`src/rtl/logic_pipe.sv`:
```
// rtl/logic_pipe.sv - elastic pipelined bitwise logic unit (NOT/AND/OR/XOR/NOR/pass)
// Optional zero-result flag output enabled by LOGIC_PIPE_ZERO_FLAG_EN.
module logic_pipe #(
    parameter int WIDTH  = 32,
    parameter int STAGES = 2
) (
    input  logic             clk,
    input  logic             reset_n,
    input  logic             in_valid,
    output logic             in_ready,
    input  logic [2:0]       in_op,
    input  logic [WIDTH-1:0] in_a,
    input  logic [WIDTH-1:0] in_b,
    output logic             out_valid,
    input  logic             out_ready,
    output logic [WIDTH-1:0] out_data,
`ifdef LOGIC_PIPE_ZERO_FLAG_EN
    output logic             out_zero,
`endif
    output logic             illegal_op
);

    localparam logic [2:0] OP_NOT  = 3'b000;
    localparam logic [2:0] OP_AND  = 3'b001;
    localparam logic [2:0] OP_OR   = 3'b010;
    localparam logic [2:0] OP_XOR  = 3'b011;
    localparam logic [2:0] OP_NOR  = 3'b100;
    localparam logic [2:0] OP_PASS = 3'b101;

    logic [STAGES-1:0] r_valid;
    logic [WIDTH-1:0]  r_data [STAGES];
    logic              r_illegal;
    logic [STAGES-1:0] w_adv;
    logic              w_full_tail;
    logic [WIDTH-1:0]  w_result;
    logic              w_accept;
    logic              w_illegal;

    always_comb begin
        w_illegal = 1'b0;
        case (in_op)
            OP_NOT:  w_result = ~in_a;
            OP_AND:  w_result = in_a & in_b;
            OP_OR:   w_result = in_a | in_b;
            OP_XOR:  w_result = in_a ^ in_b;
            OP_NOR:  w_result = ~(in_a | in_b);
            OP_PASS: w_result = in_a;
            default: begin
                w_result  = '0;
                w_illegal = 1'b1;
            end
        endcase
    end

    // Stage k can move iff some stage at or after k is empty, or the consumer takes the tail.
    always_comb begin
        w_full_tail = 1'b1;
        w_adv       = '0;
        for (int k = STAGES - 1; k >= 0; k--) begin
            w_full_tail = w_full_tail & r_valid[k];
            w_adv[k]    = out_ready | ~w_full_tail;
        end
    end

    assign in_ready = w_adv[0];
    assign w_accept = in_valid & w_adv[0];

    always_ff @(posedge clk or negedge reset_n) begin
        if (!reset_n) begin
            r_valid <= '0;
            for (int k = 0; k < STAGES; k++) begin
                r_data[k] <= '0;
            end
        end else begin
            if (w_adv[0]) begin
                r_valid[0] <= in_valid;
                if (in_valid) begin
                    r_data[0] <= w_result;
                end
            end
            for (int k = 1; k < STAGES; k++) begin
                if (w_adv[k]) begin
                    r_valid[k] <= r_valid[k-1];
                    if (r_valid[k-1]) begin
                        r_data[k] <= r_data[k-1];
                    end
                end
            end
        end
    end

    always_ff @(posedge clk or negedge reset_n) begin
        if (!reset_n) begin
            r_illegal <= 1'b0;
        end else if (w_accept && w_illegal) begin
            r_illegal <= 1'b1;
        end
    end

`ifdef LOGIC_PIPE_ZERO_FLAG_EN
    logic [STAGES-1:0] r_zero;

    always_ff @(posedge clk or negedge reset_n) begin
        if (!reset_n) begin
            r_zero <= '0;
        end else begin
            if (w_accept) begin
                r_zero[0] <= (w_result == '0);
            end
            for (int k = 1; k < STAGES; k++) begin
                if (w_adv[k] && r_valid[k-1]) begin
                    r_zero[k] <= r_zero[k-1];
                end
            end
        end
    end

    assign out_zero = r_zero[STAGES-1];
`endif

    assign out_valid  = r_valid[STAGES-1];
    assign out_data   = r_data[STAGES-1];
    assign illegal_op = r_illegal;

endmodule

```
`config.mk`:
```
export PLATFORM = sky130hd
export DESIGN_NAME = logic_pipe
export DESIGN_NICKNAME = d
export VERILOG_FILES = /design/src/rtl/logic_pipe.sv
export SDC_FILE = /design/constraint.sdc
export NUM_CORES = 1
export LEC_CHECK = 0
export ABC_CLOCK_PERIOD_IN_PS = 1640
export BUFFER_PORTS_ARGS = -buffer_cell sky130_fd_sc_hd__clkbuf_2
export CAP_MARGIN = 20
export CORE_UTILIZATION = 56
export CTS_CLUSTER_DIAMETER = 150
export DETAILED_ROUTE_END_ITERATION = 10
export GPL_ROUTABILITY_DRIVEN = 0
export PLACE_DENSITY = 0.81
export SLEW_MARGIN = 20
export SYNTH_ARGS = -nofsm -noshare
export SYNTH_HDL_FRONTEND = slang
export SYNTH_SLANG_ARGS = --single-unit
```
`constraint.sdc`:
```
create_clock -name clk -period 1.64 [get_ports clk]
set_input_delay 0.164 -clock clk [delete_from_list [all_inputs] [get_ports clk]]
set_output_delay 0.164 -clock clk [all_outputs]
set_load 0.05 [all_outputs]
```
==> metrics.yaml <==
sta:
  slew_headroom_pct: 58.6
  skew_ns: 0.00990
  max_slew.worst_pin.slew_ns: 0.620
  period_share_pct: 89.7
  drv_slew: 0
  setup_viol_count_final: 0
  fmax_mhz: 680
  rsz0062_at_grt: "no"
  hold_viol_final: 0
  post-route-min-period_ns: 1.47
worst_hold_path:
  whs_path_depth: 2
  hp-start: "in_valid"
  min_to: "r_valid[0]"
  hold_class: "in2reg"
worst_setup_path:
  cp_max_fo: 26
  crit_family: "flip-flops"
  r2r-start: "r_valid[1]"
  critPathLaunchType: "flip-flop"
  r2r-end: "r_data[34]"
  worst_ep_arrival_time_ns: 1.71
  cp-end-kind: "flip-flop"
  crit_path_top_delay_cell: "dfrtp_2"
  reg2reg_slack_ns: 0.17
  worstPathCellList: "nand3b_4 -> and2_2 -> buf_12 -> o21ai_0 -> o22a_1"
  reg2reg_depth: 5
  cp_slowest_stage_delay_ns: 0.43
  required_ns: 1.88
  cp.buffers_inverters: 1
  critPathKind: "reg2reg"
logic_synthesis:
  syn_avg_cell_area_sq_um: 9.20
  synthCells: 575
  synth_area_sq_mm: 0.00529
  syn-num-nets: 710
  synth_flop_cell: "dfrtp_1"
  synth-edff-count: 0
  ys_seq_elements: 67
  synth_cell_types: 38
  ys_async_sr_fraction_pct: 100
  seq_area_frac_synth_pct: 31.7
  synth_warnings: 0
grt:
  grt_pass1_vias: 4467
  grt_max_degree: 93
  track_usage_pct: 25.3
  antenna_found_initial: 0
  grt_overflow: 0
  grt_pass1_wl_um: 20000
detailed_routing:
  drtPass1Iterations: 4
  via_per_inst: 5.91
  wl_um: 12100
  final_antenna_net_count: 0
  vias: 4456
  drt_iter0_markers: 242
  drcViolationCount: 0
  post_drt_wl_per_cell_um: 16.0
layout:
  area_growth_pct: 11.7
  final_area_sq_mm: 0.00591
  nets: 773
  finalNonFillerCells: 754
  final_common_cell: "clkbuf_2"
  final_cell_mix: "clkbuf_2, inv_1, dfrtp_1, ha_1, o21ai_0"
  antennaDiodeCount: 0
  layout-drive-gt1-share_pct: 27.8
cts:
  cts_max_level: 3
  root_buffer: "clkbuf_8"
  clk_pin_slew_ns: 0.07
  cts.path.max_buffers: 2
  cts_tree: "built"
  cts_num_sinks: 67
  clkLatencyLatePin_ns: 0.35
  cts_inserted_buffers: 9
pwr:
  irDropWorstVdd_mv: 0.410
  cellLeakagePower_nw: 2.95
  powerDensity_mw_per_mm2: 990
  fin_total_pwr_mw: 5.85
placed_design:
  dpl.hpwl_um: 8450
  place_inst: 737
  numPortBuffers: 105
  placed_area_sq_mm: 0.00570
floorplan:
  placementRows: 35
  dieArea_sq_mm: 0.00984
  io_pins: 106
  die_x_um: 99.2
  core_sq_mm: 0.00920
  initial_core_util_pct: 57.5
  die_h_um: 99.2
run:
  maxCapViolCount: 0
status:
  status: "completed"
kinds of logic (layout without fill, tap and decap cells):
kind of cell    count (synthesis)  in the layout  synth area share (%)
compound gates                176            176                  24.0
fa+ha+maj                      64             64                  15.1
buf+inv                       138            206                  13.3
flops                          67             67                  31.7
mux                            34             34                  7.19
simple gates                   96             96                  8.70
worst max path at each step:
stage	start	endpoint	slack, ns	depth (start not counted)
finish	r_valid[1]	r_data[34]	0.17	5
global route	r_valid[0]	r_data[63]	0.09	5
CTS	r_valid[1]	r_data[34]	0.17	5
detailed placement	in_op[2]	r_data[34]	-0.18	5
global placement	in_op[2]	r_data[34]	-0.05	5
floorplan	r_valid[1]	r_data[44]	0.01	5
worst register-to-register path, cell delays in order (launching register included):
cell and delay (ns):
dfrtp_2 0.43, nand3b_4 0.10, and2_2 0.32, buf_12 0.21
o21ai_0 0.12, o22a_1 0.18
power breakdown:
part | leakage [nW] | switching, mW | internal (mW)
combinational | 2.07 | 1.49 | 0.750
sequential | 0.780 | 0.209 | 2.01
clock | 0.0991 | 0.653 | 0.737
registers in the layout, indices dropped and copies added (netlist names):
register    count
out_data       32
r_data         32
r_valid         2
illegal_op      1
through the flow:
| stage | utilization [%] | worst slack [ns] | TNS [ns] | hold slack (ns) |
|---|---|---|---|---|
| 2_1_floorplan | - | 0.0141 | 0 | -0.132 |
| 3_3_place_gp | 62.0 | -0.0525 | -0.741 | 0.219 |
| 3_5_place_dp | 62.0 | -0.179 | -2.52 | 0.215 |
| 4_1_cts | 64.2 | 0.170 | 0 | 0.0621 |
| 5_1_grt | 64.3 | 0.0893 | 0 | 0.0772 |
| 6_report | 64.3 | 0.169 | 0 | 0.0711 |
layout make-up:
type	count	area, sq um
fill	750	3290
multi-input combinational	370	2920
sequential	67	1680
timing repair buffer	124	733
inverter	66	248
clock buffer	11	141
tap	111	139
clock inverter	5	52.6
cell usage after synthesis, drive strengths merged (4+ instances only):
master	instances	area share [%]
and2	9	1.1
a22oi	19	2.7
mux2	32	6.8
nor2	17	1.2
dfrtp	67	32
inv	66	4.7
o21ai	57	5.4
a31oi	4	0.47
nand2	46	3.3
nand2b	6	0.71
o2bb2ai	15	2.5
ha	64	15
o32a	8	1.5
clkbuf	13	0.92
a2bb2oi	15	2.5
a21oi	13	1.2
nor2b	14	1.7
o311ai	4	0.66
buf	59	7.7
o22a	26	4.3
metal layers:
layer | GRT usage, % | wire [um] | vias to the layer above
met5 | 0 | 0 | -
met4 | 12.1 | 266 | 0
met3 | 3.44 | 667 | 29
met2 | 44.3 | 6100 | 158
met1 | 30.8 | 5040 | 2163
li1 | - | - | 2106
what timing repair did:
item	CTS	global route
buffers inserted	0	0
resized for setup	0	0
endpoints found under the hold margin	67	0
hold buffers	1	0
setup endpoints to repair	0	0
No activity file was read; power rests on OpenSTA's default activity.
